## src/rtl/ddr3_line_buffer.sv

```systemverilog
// Single-line write-combining / read buffer between the MCS word port and the drac_ddr3 256-bit line port.
// Define DDR3_LINE_BUFFER_READ_HIT_EN to serve reads of the held valid line without a DDR3 fill.
`timescale 1ns/1ps

module ddr3_line_buffer #(
    parameter int unsigned IDLE_FLUSH = 1023
) (
    input  logic         ckdr,
    input  logic         reset,
    input  logic         req_rd,
    input  logic         req_wr,
    input  logic         req_flush,
    input  logic [31:0]  req_addr,
    input  logic [31:0]  req_wdat,
    input  logic [3:0]   req_be,
    output logic [31:0]  req_rdat,
    output logic         req_ack,
    output logic         srd,
    output logic         swr,
    output logic [28:0]  sa,
    output logic [255:0] swdat,
    output logic [31:0]  smsk,
    input  logic [255:0] srdat,
    input  logic         srdy,
    output logic         dirty
);

    typedef enum logic [1:0] {S_IDLE, S_FLUSH, S_FILL, S_ACK} state_t;
    typedef enum logic [1:0] {OP_NONE, OP_RD, OP_WR, OP_FL} op_t;

    localparam int unsigned TW       = (IDLE_FLUSH > 1) ? $clog2(IDLE_FLUSH) : 1;
    localparam logic [TW-1:0] TLIM   = TW'(IDLE_FLUSH - 1);
    localparam bit          TIMER_EN = (IDLE_FLUSH != 0);

    state_t         r_state;
    state_t         w_next;
    op_t            r_op;
    op_t            w_op;
    logic [28:0]    r_line_addr;
    logic [255:0]   r_line_dat;
    logic [31:0]    r_bytevalid;
    logic           r_line_valid;
    logic [28:0]    r_req_line;
    logic [2:0]     r_req_word;
    logic [TW-1:0]  r_timer;

    // req_addr carries byte-address bits [33:2]: [2:0] is the word, [31:3] the line
    logic [28:0]    w_req_line;
    logic [2:0]     w_req_word;
    logic           w_any_req;
    logic           w_dirty;
    logic           w_line_match;
    logic           w_rd_hit;
    logic           w_wr_ok;
    logic           w_timer_hit;
    logic [31:0]    w_be_line;
    logic [255:0]   w_wr_mask;

    assign w_req_line   = req_addr[31:3];
    assign w_req_word   = req_addr[2:0];
    assign w_any_req    = req_rd | req_wr | req_flush;
    assign w_dirty      = |r_bytevalid;
    assign w_line_match = (w_req_line == r_line_addr);
    assign w_wr_ok      = !w_dirty || w_line_match;
    assign dirty        = w_dirty;

`ifdef DDR3_LINE_BUFFER_READ_HIT_EN
    assign w_rd_hit = r_line_valid && w_line_match;
`else
    assign w_rd_hit = 1'b0;
`endif

    assign w_timer_hit = TIMER_EN && (r_state == S_IDLE) && w_dirty && !w_any_req
                         && (r_timer == TLIM);

    always_comb begin
        w_op = OP_NONE;
        if (req_flush)   w_op = OP_FL;
        else if (req_wr) w_op = OP_WR;
        else if (req_rd) w_op = OP_RD;
    end

    always_comb begin
        w_wr_mask = '0;
        w_be_line = 32'(req_be) << {w_req_word, 2'b00};
        for (int unsigned i = 0; i < 32; i++) begin
            w_wr_mask[i*8 +: 8] = {8{w_be_line[i]}};
        end
    end

    always_ff @(posedge ckdr or posedge reset) begin
        if (reset) r_state <= S_IDLE;
        else       r_state <= w_next;
    end

    always_comb begin
        w_next = r_state;
        case (r_state)
            S_IDLE: begin
                case (w_op)
                    OP_FL:   w_next = w_dirty ? S_FLUSH : S_ACK;
                    OP_WR:   w_next = w_wr_ok ? S_ACK : S_FLUSH;
                    OP_RD:   w_next = w_rd_hit ? S_ACK : (w_dirty ? S_FLUSH : S_FILL);
                    default: w_next = w_timer_hit ? S_FLUSH : S_IDLE;
                endcase
            end
            S_FLUSH: begin
                // a displaced write returns to IDLE so the merge is re-evaluated on the clean line
                if (srdy) begin
                    case (r_op)
                        OP_FL:   w_next = S_ACK;
                        OP_RD:   w_next = S_FILL;
                        default: w_next = S_IDLE;
                    endcase
                end
            end
            S_FILL:  if (srdy) w_next = S_ACK;
            S_ACK:   w_next = S_IDLE;
            default: w_next = S_IDLE;
        endcase
    end

    always_comb begin
        srd      = 1'b0;
        swr      = 1'b0;
        sa       = '0;
        swdat    = '0;
        smsk     = '0;
        req_ack  = 1'b0;
        req_rdat = '0;
        case (r_state)
            S_FLUSH: begin
                swr   = 1'b1;
                sa    = r_line_addr;
                swdat = r_line_dat;
                smsk  = ~r_bytevalid;
            end
            S_FILL: begin
                srd = 1'b1;
                sa  = r_req_line;
            end
            S_ACK: begin
                req_ack  = 1'b1;
                req_rdat = r_line_dat[{r_req_word, 5'd0} +: 32];
            end
            default: ;
        endcase
    end

    always_ff @(posedge ckdr or posedge reset) begin
        if (reset) begin
            r_op         <= OP_NONE;
            r_line_addr  <= '0;
            r_line_dat   <= '0;
            r_bytevalid  <= '0;
            r_line_valid <= 1'b0;
            r_req_line   <= '0;
            r_req_word   <= '0;
        end else begin
            if (r_state == S_IDLE) begin
                r_op       <= w_op;
                r_req_line <= w_req_line;
                r_req_word <= w_req_word;
            end
            case (r_state)
                S_IDLE: begin
                    if (w_op == OP_WR && w_wr_ok) begin
                        r_line_dat  <= (r_line_dat & ~w_wr_mask) | ({8{req_wdat}} & w_wr_mask);
                        r_bytevalid <= r_bytevalid | w_be_line;
                        r_line_addr <= w_req_line;
                        if (!w_line_match) r_line_valid <= 1'b0;
                    end
                end
                S_FLUSH: begin
                    if (srdy) r_bytevalid <= '0;
                end
                S_FILL: begin
                    if (srdy) begin
                        r_line_dat   <= srdat;
                        r_line_addr  <= r_req_line;
                        r_line_valid <= 1'b1;
                        r_bytevalid  <= '0;
                    end
                end
                default: ;
            endcase
        end
    end

    always_ff @(posedge ckdr or posedge reset) begin
        if (reset) begin
            r_timer <= '0;
        end else if (w_any_req || (r_state == S_FLUSH && srdy)) begin
            r_timer <= '0;
        end else if (r_state == S_IDLE && w_dirty && !w_timer_hit) begin
            r_timer <= r_timer + 1'b1;
        end
    end

`ifndef SYNTHESIS
    a_excl: assert property (@(posedge ckdr) disable iff (reset) !(srd && swr));
    a_wr_stable: assert property (@(posedge ckdr) disable iff (reset)
        (swr && $past(swr)) |-> ($stable(sa) && $stable(smsk) && $stable(swdat)));
    a_rd_stable: assert property (@(posedge ckdr) disable iff (reset)
        (srd && $past(srd)) |-> $stable(sa));
`endif

endmodule

```

## config.mk

```make
export PLATFORM = sky130hd
export DESIGN_NAME = ddr3_line_buffer
export DESIGN_NICKNAME = d
export VERILOG_FILES = /design/src/rtl/ddr3_line_buffer.sv
export SDC_FILE = /design/constraint.sdc
export NUM_CORES = 1
export LEC_CHECK = 0
export ABC_AREA = 1
export CAP_MARGIN = 10
export CORE_AREA = 8 8 260 262
export DETAILED_ROUTE_END_ITERATION = 8
export DIE_AREA = 0 0 268 270
export DONT_BUFFER_PORTS = 1
export MAX_ROUTING_LAYER = met4
export SYNTH_ARGS = -nofsm -noshare
export SYNTH_HDL_FRONTEND = slang
export SYNTH_SLANG_ARGS = --single-unit
```

## constraint.sdc

```tcl
create_clock -name ckdr -period 27.2 [get_ports ckdr]
set_input_delay 1.36 -clock ckdr [delete_from_list [all_inputs] [get_ports ckdr]]
set_output_delay 1.36 -clock ckdr [all_outputs]
set_load 0.05 [all_outputs]
```

# --- Yosys cells after proc, flatten, opt, wreduce, memory -nomap -nowiden ---
# Cells that the tools add are included.
word_totals:
  reg_bits: 363
  inputBits: 330
  out_inout_bits: 353
  word_cells: 83
classes:
  addsub: 1
  n_eq_ne: 14
  n_shift: 2
  n_mux: 30
  n_bitwise: 8
  reduce_logical: 20
ops:
  columns: ["cell", "n"]
  rows:
  - ["$mux W256", 3]
  - ["$and A256 B256 Y256", 2]
  - ["$pmux W256 S2", 1]
  - ["$not A256 Y256", 1]
  - ["$or A256 B256 Y256", 1]
  - ["$shiftx A256 B9 Y32", 1]
  - ["$mux W32", 4]
  - ["$pmux W29 S2", 2]
  - ["$pmux W32 S2", 1]
  - ["$mux W29", 2]
  - ["$not A32 Y32", 1]
  - ["$or A32 B32 Y32", 1]
  - ["$reduce_or A32 Y1", 1]
  - ["$shl A4 B5 Y32", 1]
  - ["$eq A29 B29 Y1", 1]
  - ["$mux W10", 2]
  - ["$mux W2", 7]
  - ["$add A10 B1 Y10 const B", 1]
  - ["$eq A10 B10 Y1 const B", 1]
  - ["$eq A2 B2 Y1 const B", 5]
  - ["$pmux W2 S4", 1]
  - ["$eq A2 B1 Y1 const B", 3]
  - ["$logic_and A1 B1 Y1", 6]
  - ["$pmux W2 S3", 1]
  - ["other kinds (12)", 25]

# --- Depth between registers and ports, before layout ---
# Gate-level depths: netlist of the first run.
depth:
  ltp_word: 9
  ltp_mapped: 16
  depth_no_buf: 14

# --- Least setup slack after synthesis of the first run ---
# Ideal clock, no wire load.
synth_path:
  path_kind: "reg-to-output"
  from: "register r_state[0]"
  to: "output port sa[17]"
  t_arrival_ps: 2436
  required_ps: 25840
  path_slack_ps: 23404
  path_stages_with_launch: 7
  path_buffers: 2
  cell_sequence: "dfrtp_1 > inv_1 > ha_1 > buf_2 > clkbuf_1 > nand2_1 > a21oi_1"
synth_between:
  elab_chain_cells: 2
  elab_cells_between_ends: 3
  classes_between: "eq/ne: 2; mux: 1"
synth_rtl:
  columns: ["element", "line_no", "source"]
  rows:
  - ["from (decl)", "35", "state_t r_state;"]
  - ["from (signal assigned)", "93", "else r_state <= w_next;"]
  - ["$eq A2 B2 Y1 or $eq A2 B1 Y1 (tied branches)", "131", "case (r_state)"]
  - ["$pmux W29 S2 *", "131", null]
  - ["to (decl)", "20", "output logic [28:0] sa,"]
# Mark *: on every way between the ends. The rest lies on a longest branch, timed or not.

# --- Final worst setup path of the first run ---
layout_path:
  from: "register r_state[1]"
  to: "output port smsk[7]"
layout_between:
  elab_chain_cells: 2
layout_rtl:
  columns: ["element", "line_no", "source"]
  rows:
  - ["$eq A2 B1 Y1", "131", null]
  - ["$mux W32", "131", null]
  - ["to (decl)", "22", "output logic [31:0] smsk,"]
# Every way passes these cells.

==> metrics, run 1 <==
post-cts sizing count 0; Mapped Cells ~3600; setup slack, reg-to-reg 22.55 ns; residual DRC count 0; proportion of layout cells with a drive suffix above 1 under 10%; initial antenna violation count 17; Worst R2R Start r_bytevalid[12]; critical path data required time approximately 26 ns; die area 72400 um2; final worst slack between 20 and 25 ns; Comb power frac about 57%; Most used DFF post-synth dfrtp_1; sequential-to-total area share from yosys stat 37.5%; Avg Cell Area, Syn 6.71 um2; Worst-Margin Slew 1.32 ns; synth unique cells 38; CTS H-tree depth 2; Post-synth EDFFs 0; Synth top area share a little under two fifths; final setup fails 0; clk_skew around 0.025 ns; Net Count, Synth between 3000 and 4000; largest net degree at the start of global routing about 160; status complete, no violations; CTS tree yes; minimum clock period ~5.5 ns; CTS Root Cell clkbuf_16; Max-slew headroom between 10% and 20%; core region area ~64000 um2; worst hold path class reg2reg; Clock Path Buffers 3; row count 93; vias in the first global route 24300; input/output buffers 0; worst slack, placed approximately 22 ns; crit path DAT a little over 4 ns; Post-CTS Setup Inserts 0; drt pass-1 iters 6; GR Overflow Total 0; endpoints failing hold 0; Cell Area, Synth around 24000 um2; total CTS buffers 45; Worst Setup SP r_state[1]; synth cell count leaders nand2_1 (1323), o21ai_0 (498), dfrtp_1 (363); nets@finish approximately 3800; CP Capture Type output port; drt total wl 118000 um; dpl hpwl just under 90000 um; VDD IR max 0.141 mV; Int Power 1.43 mW; critical setup path kind reg2out; WHS between 0.4 and 0.5 ns; final std cells w/o fill between 4000 and 5000; net switching power figure approximately 2.1 mW; Final TNS setup 0 ns; IO Count ~680; Worst Setup Start Kind register; Crit Path Max Fanout just under 70; Slew Limit Fails 0; drt wl/cell between 20 and 30 um; first-pass GRT wire length ~170000 um; antenna viol nets, final 0; Total GRT Usage roughly a third; Sequential Power Share between 20% and 30%; PwrDens roughly 140 nW/um2; MaxCap Viol Count 0; power share of the clock group 17.7%; r2r worst-path depth 12; clk slew on worst S/H paths about 0.060 ns; Pleak roughly 14 nW; period utilization around a fifth; Max Freq about 0.18 GHz; Iteration-0 DRC Markers 3409; Tot Pwr approximately 3.5 mW; RSZ-0062 raised after global routing false; area delta synth->final 7.34%; DIE WIDTH 268 um; Placed Cells incl. Taps 4300; Post-CTS Hold Fix Bufs 0; Ys Warns 0; Die Span Y approximately 270 um; critical path capture point smsk[7]; Vias/cell around 5.8; Area contributors post-synth dfrtp_1 (38%), nand2_1 (21%), o21ai_0 (10%); Clk Latency, worst-skew pair slightly below 0.6 ns; most instantiated library cell after synthesis nand2_1; CTS Sinks between 300 and 400; RePlAce Congestion 0.971; post-synthesis async set-or-reset flop share 100%; Seq cells post-synth 363; Yosys top cell by area dfrtp_1; via count about 26000; Initial Util between 30% and 40%; Sw Ratio between 50 and 60%
-- metal layers --
metal  GRT usage (%)  part of all wire, %  wire length, um  up-vias
li1                -                    -                -    11500
met1            38.5                   38            45400    12200
met2            49.9                   46            54800     1449
met3            7.77                  9.7            11500      306
met4            15.4                  5.3             6280        0
met5               -                    0                0        -
-- worst min path at each step --
| stage | start | end | slack [ns] | depth (start not counted) |
|---|---|---|---|---|
| 6_report | r_req_line[12] | r_req_line[12] | 0.47 | 2 |
| 5_1_grt | r_req_line[12] | r_req_line[12] | 0.48 | 2 |
| 4_1_cts | r_req_line[15] | r_req_line[15] | 0.47 | 2 |
| 3_5_place_dp | r_req_line[7] | r_req_line[7] | 0.46 | 2 |
| 3_3_place_gp | r_req_line[1] | r_req_line[1] | 0.45 | 2 |
| 2_1_floorplan | r_req_line[10] | r_req_line[10] | 0.44 | 2 |
-- kinds of logic (layout without fill, tap and decap cells) --
group / after synthesis / count (layout) / synth area share [%]
buffers and inverters: 572 / 488 / 11.0
AND/OR/NAND/NOR: 1979 / 1979 / 35.7
XOR/XNOR: 26 / 26 / 0.940
flip-flops: 363 / 363 / 37.5
adder cells (fa/ha/maj): 7 / 7 / 0.362
AO/OA/AOI/OAI: 663 / 663 / 14.4
other: 0 / 15 / 0
-- metrics by stage --
stage,utilization [%],cell area (um2)
after floorplan,-,24200
after global placement,38.4,24500
after detailed placement,38.4,24500
after CTS,40.8,26000
after global routing,40.8,26000
final,40.8,26000
-- worst max-delay path, cell delays in order (launching register included) --
cell and delay [ns]:
dfrtp_1 0.43, inv_1 0.16, ha_4 0.63, clkinv_1 1.03, nor2_1 1.20
-- cells in the final DEF, fill, tap and decap left out, types with 16 or more instances in the layout --
cell type / n
nand2_1: 1323
o21ai_0: 498
dfrtp_1: 361
inv_1: 340
nor2_1: 287
nand4_1: 257
buf_4: 57
clkbuf_16: 45
a21oi_1: 34
o21ai_1: 33
o22ai_1: 32
nand3_4: 29
a31oi_1: 29
nand2_2: 28
a21boi_0: 23
nand3_1: 20
nor3_1: 19
xnor2_1: 16
-- area by class of cell --
cell class              instances  area, um2
clock inverters                12        168
inverters                     348       1320
clock buffers                  69       1330
repair buffers                 59        468
diodes                         15       37.5
flip-flops and latches        363       9090
well taps                     855       1070
fillers                      6851      37700
multi-input cells            2675      12500
-- power by group through the flow --
stage,Combinational (mW),Sequential [mW],Clock (mW)
6_report,2.01,0.887,0.624
5_1_grt,2.15,0.899,0.652
4_1_cts,1.99,0.880,0.630
3_5_place_dp,1.99,0.887,0
3_3_place_gp,1.98,0.889,0
2_1_floorplan,1.63,0.800,0
No activity file was read; power rests on OpenSTA's default activity.
==> run 2, diff against run 1 <==
--- a/config.mk
+++ b/config.mk
@@ -5,11 +5,11 @@
 export SDC_FILE = /design/constraint.sdc
 export NUM_CORES = 1
 export LEC_CHECK = 0
-export ABC_AREA = 1
+export ABC_AREA = 0
 export CAP_MARGIN = 10
-export CORE_AREA = 8 8 260 262
+export CORE_AREA = 8 8 259 261
 export DETAILED_ROUTE_END_ITERATION = 8
-export DIE_AREA = 0 0 268 270
+export DIE_AREA = 0 0 267 269
 export DONT_BUFFER_PORTS = 1
 export MAX_ROUTING_LAYER = met4
 export SYNTH_ARGS = -nofsm -noshare
==> constraint.sdc (replaced) <==
create_clock -name ckdr -period 4.6 [get_ports ckdr]
set_input_delay 0.23 -clock ckdr [delete_from_list [all_inputs] [get_ports ckdr]]
set_output_delay 0.23 -clock ckdr [all_outputs]
set_load 0.05 [all_outputs]
==> run 2 against run 1 <==
Net effect: synthesized cell count fell by 38%; worst setup slack got worse by 21 ns; wire length rose by 0.98%; clock power rose to 5.9 times the previous value; synthesized area fell by 6.6%; combinational power rose to 8.0 times the previous value; cell area rose by 11%; non-clock buffer count rose by 375; first-iteration DRC count fell by 22%; flip-flop and latch count did not move; sequential share of layout area fell by 3.3 points; critical path type is now reg2reg; largest power group unchanged; highest routed layer unchanged.
==> metrics, run 2 <==
status complete, no violations; CTS H-tree depth 2 (unchanged); largest family of logic cells by synthesized area compound AO/OA/AOI/OAI gates; CP Capture Type register; Final Util 45.8% (+5.0 points); VDD IR max 1.28 mV (+810%); most common cell after layout, fill and taps aside dlygate4sd3_1; Post-synth EDFFs 0 (unchanged); vias in the first global route 22500 (-7.5%); Worst R2R Start r_bytevalid[18]; post-synthesis mux area share 10.8% (+11 points); Slew Limit Fails 0 (unchanged); critical setup path kind reg2reg; Worst Hold Depth 2 (unchanged); clk slew on worst S/H paths 0.06 ns (about the same); antenna viol nets, final 0 (unchanged); IO Count 683 (unchanged); Seq cells post-synth 363 (unchanged); MaxCap Viol Count 0 (unchanged); period utilization between 80% and 90%; nets@finish 2832 (-26%); most instantiated library cell after synthesis dfrtp_1; Yosys top cell by area dfrtp_1; largest net degree at the start of global routing 215 (+36%); area delta synth->final 27.0%; r2r worst-path depth 10 (-2); first-pass GRT wire length 168000 um (-0.82%); Vias/cell 6.54 (+13%); Crit Path Max Fanout 50 (-26%); critical path data required time 5.11 ns (-20.73 ns); CTS Root Cell clkbuf_16; Cell Area, Synth 22600 um2 (-6.6%); crit path DAT 4.22 ns (+0.12 ns); Total GRT Usage 32.7% (+0.67 points); synth unique cells 48 (+26%); Max Freq 0.269 GHz; post-synthesis adder-cell area fraction 0.387% (+0.025 points); row count 92 (-1.1%); Die Span Y 269 um (-0.37%); Clock Path Buffers 3 (unchanged); Ys Warns 0 (unchanged); Reg area 9090 um2 (about the same); Iteration-0 DRC Markers 2652 (-22%); clk_skew 0.0249 ns (+0.000300 ns); Synth top area share 40.1% (+2.6 points); Max-slew headroom 10.3% (-1.4 points); Avg Cell Area, Syn 10.1 um2 (+50%); dpl hpwl 85600 um (-2.0%); endpoints failing hold 0 (unchanged); die area 71800 um2 (-0.74%); hold path startpoint req_wdat[21]; WHS 0.0388 ns (-0.432 ns); Synth Area in Compound Gates 25.6% (+11 points); GR Overflow Total 0 (unchanged); total CTS buffers 45 (unchanged); Most used DFF post-synth dfrtp_1; minimum clock period 3.72 ns; worst hold path class in2reg; core region area 62700 um2 (-1.4%); Worst Setup Start Kind register; Post-Synth Simple-Gate Area 17.1% (-19 points); sequential-to-total area share from yosys stat 40.1% (+2.6 points); Area contributors post-synth dfrtp_1 (40%), and2_1 (7.2%), o2bb2ai_1 (7.0%); filler instances 5856 (-15%); CTS tree yes; initial antenna violation count 34 (+17); drt wl/cell 35.0 um (+30%); proportion of layout cells with a drive suffix above 1 10.1% (+4.4 points); CTS Sinks 363 (unchanged); DIE WIDTH 267 um (-0.37%); Clk Latency, worst-skew pair 0.59 ns (about the same); Pleak 11.2 nW (-18%); Initial Util 36.1% (-2.0 points); input/output buffers 0 (unchanged); drt total wl 119000 um (+0.98%); setup slack, reg-to-reg 0.88 ns (-21.67 ns); via count 22300 (-13%); Post-CTS Setup Inserts 0 (unchanged); PwrDens 905 nW/um2 (+570%); synth cell count leaders dfrtp_1 (363), and2_1 (259), a22oi_1 (210); Tot Pwr 26.0 mW (+640%); RePlAce Congestion 0.981 (+1.1%); most frequent cells in the layout dlygate4sd3_1 (369), dfrtp_1 (360), and2_1 (258); XOR/XNOR Fraction of Synth Area 1.47% (+0.53 points); Final TNS setup 0 ns (unchanged); drt pass-1 iters 6 (unchanged); Mapped Cells 2242 (-38%); post-synthesis async set-or-reset flop share 100% (unchanged); Net Count, Synth 2579 (-35%); Multi-input gate area 12600 um2 (+0.71%); final setup fails 0 (unchanged); Worst-Margin Slew 1.34 ns (+0.0227 ns); RSZ-0062 raised after global routing false; residual DRC count 0 (unchanged)
run 2: cell count changes in the layout (fill, tap and decap cells not counted), moves of 181 or more:
cell,previous run,this run
a22oi_1,0,210
and2_1,0,258
dlygate4sd3_1,0,369
inv_1,340,14
nand2_1,1323,16
nand4_1,257,13
nor2_1,287,35
o21ai_0,498,41
o2bb2ai_1,0,181
run 2: metal layers:
layer / vias to the layer above / global-route usage, % / wire length [um]
li1: 9128 / - / -
met1: 11400 / 40.0 / 46500
met2: 1448 / 50.6 / 55100
met3: 318 / 8.28 / 11600
met4: 0 / 15.1 / 5980
met5: - / - / 0
run 2: worst max path at each step:
stage / endpoint / from / slack, ns / cells after the start
6_report: register / r_bytevalid[18] / 0.88 / 10
5_1_grt: register / r_bytevalid[18] / 0.76 / 10
4_1_cts: register / r_bytevalid[18] / 1.05 / 10
3_5_place_dp: register / r_bytevalid[18] / 1.42 / 8
3_3_place_gp: register / r_bytevalid[18] / 1.38 / 8
2_1_floorplan: asynchronous set/reset pin / reset / -0.50 / 1
run 2: final cells by class:
type | instances | area share, %
Multi-Input combinational cell | 1635 | 43.9
Clock buffer | 65 | 4.56
Tap cell | 846 | 3.68
Timing Repair Buffer | 434 | 15.1
Clock inverter | 12 | 0.592
Sequential cell | 363 | 31.6
Antenna cell | 37 | 0.322
Inverter | 16 | 0.222
run 2: worst max-delay path, stage by stage, from the launching register on:
cell and delay (ns):
dfrtp_1 0.41, nor4_1 0.47, nand4_1 0.19, o21ai_1 0.24, buf_4 0.25, a21o_4 0.44
buf_12 0.35, buf_4 0.31, a21oi_1 0.10, a211oi_1 0.24, dlygate4sd3_1 0.60
run 2: kinds of logic (layout without fill, tap and decap cells):
group | Yosys count | after routing
compound gates | 780 | 780
simple gates | 651 | 651
flops | 363 | 363
buf+inv | 244 | 527
mux | 159 | 159
xor+xnor | 38 | 38
fa+ha+maj | 7 | 7
other cells | 0 | 37
run 2: timing repair:
action | CTS | global route
gates resized for setup | 0 | 0
endpoints found under the hold margin | 340 | 0
hold buffers | 369 | 0
endpoints found under the setup margin | 0 | 0
run 2: where the power goes:
group | total, mW | switching, mW | internal, mW | leakage (nW)
registers | 6.30 | 1.76 | 4.54 | 4.68
logic | 16.0 | 11.3 | 4.77 | 5.82
clock network | 3.66 | 1.52 | 2.14 | 0.721
total | 26.0 | 14.5 | 11.5 | 11.2
run 2: metrics by stage:
stage,cells,area [um2],worst slack [ns]
2_1_floorplan,2242,22600,-0.498
3_3_place_gp,2924,23500,1.38
3_5_place_dp,2924,23500,1.42
4_1_cts,3370,28600,1.05
5_1_grt,3402,28700,0.762
6_report,3408,28700,0.884
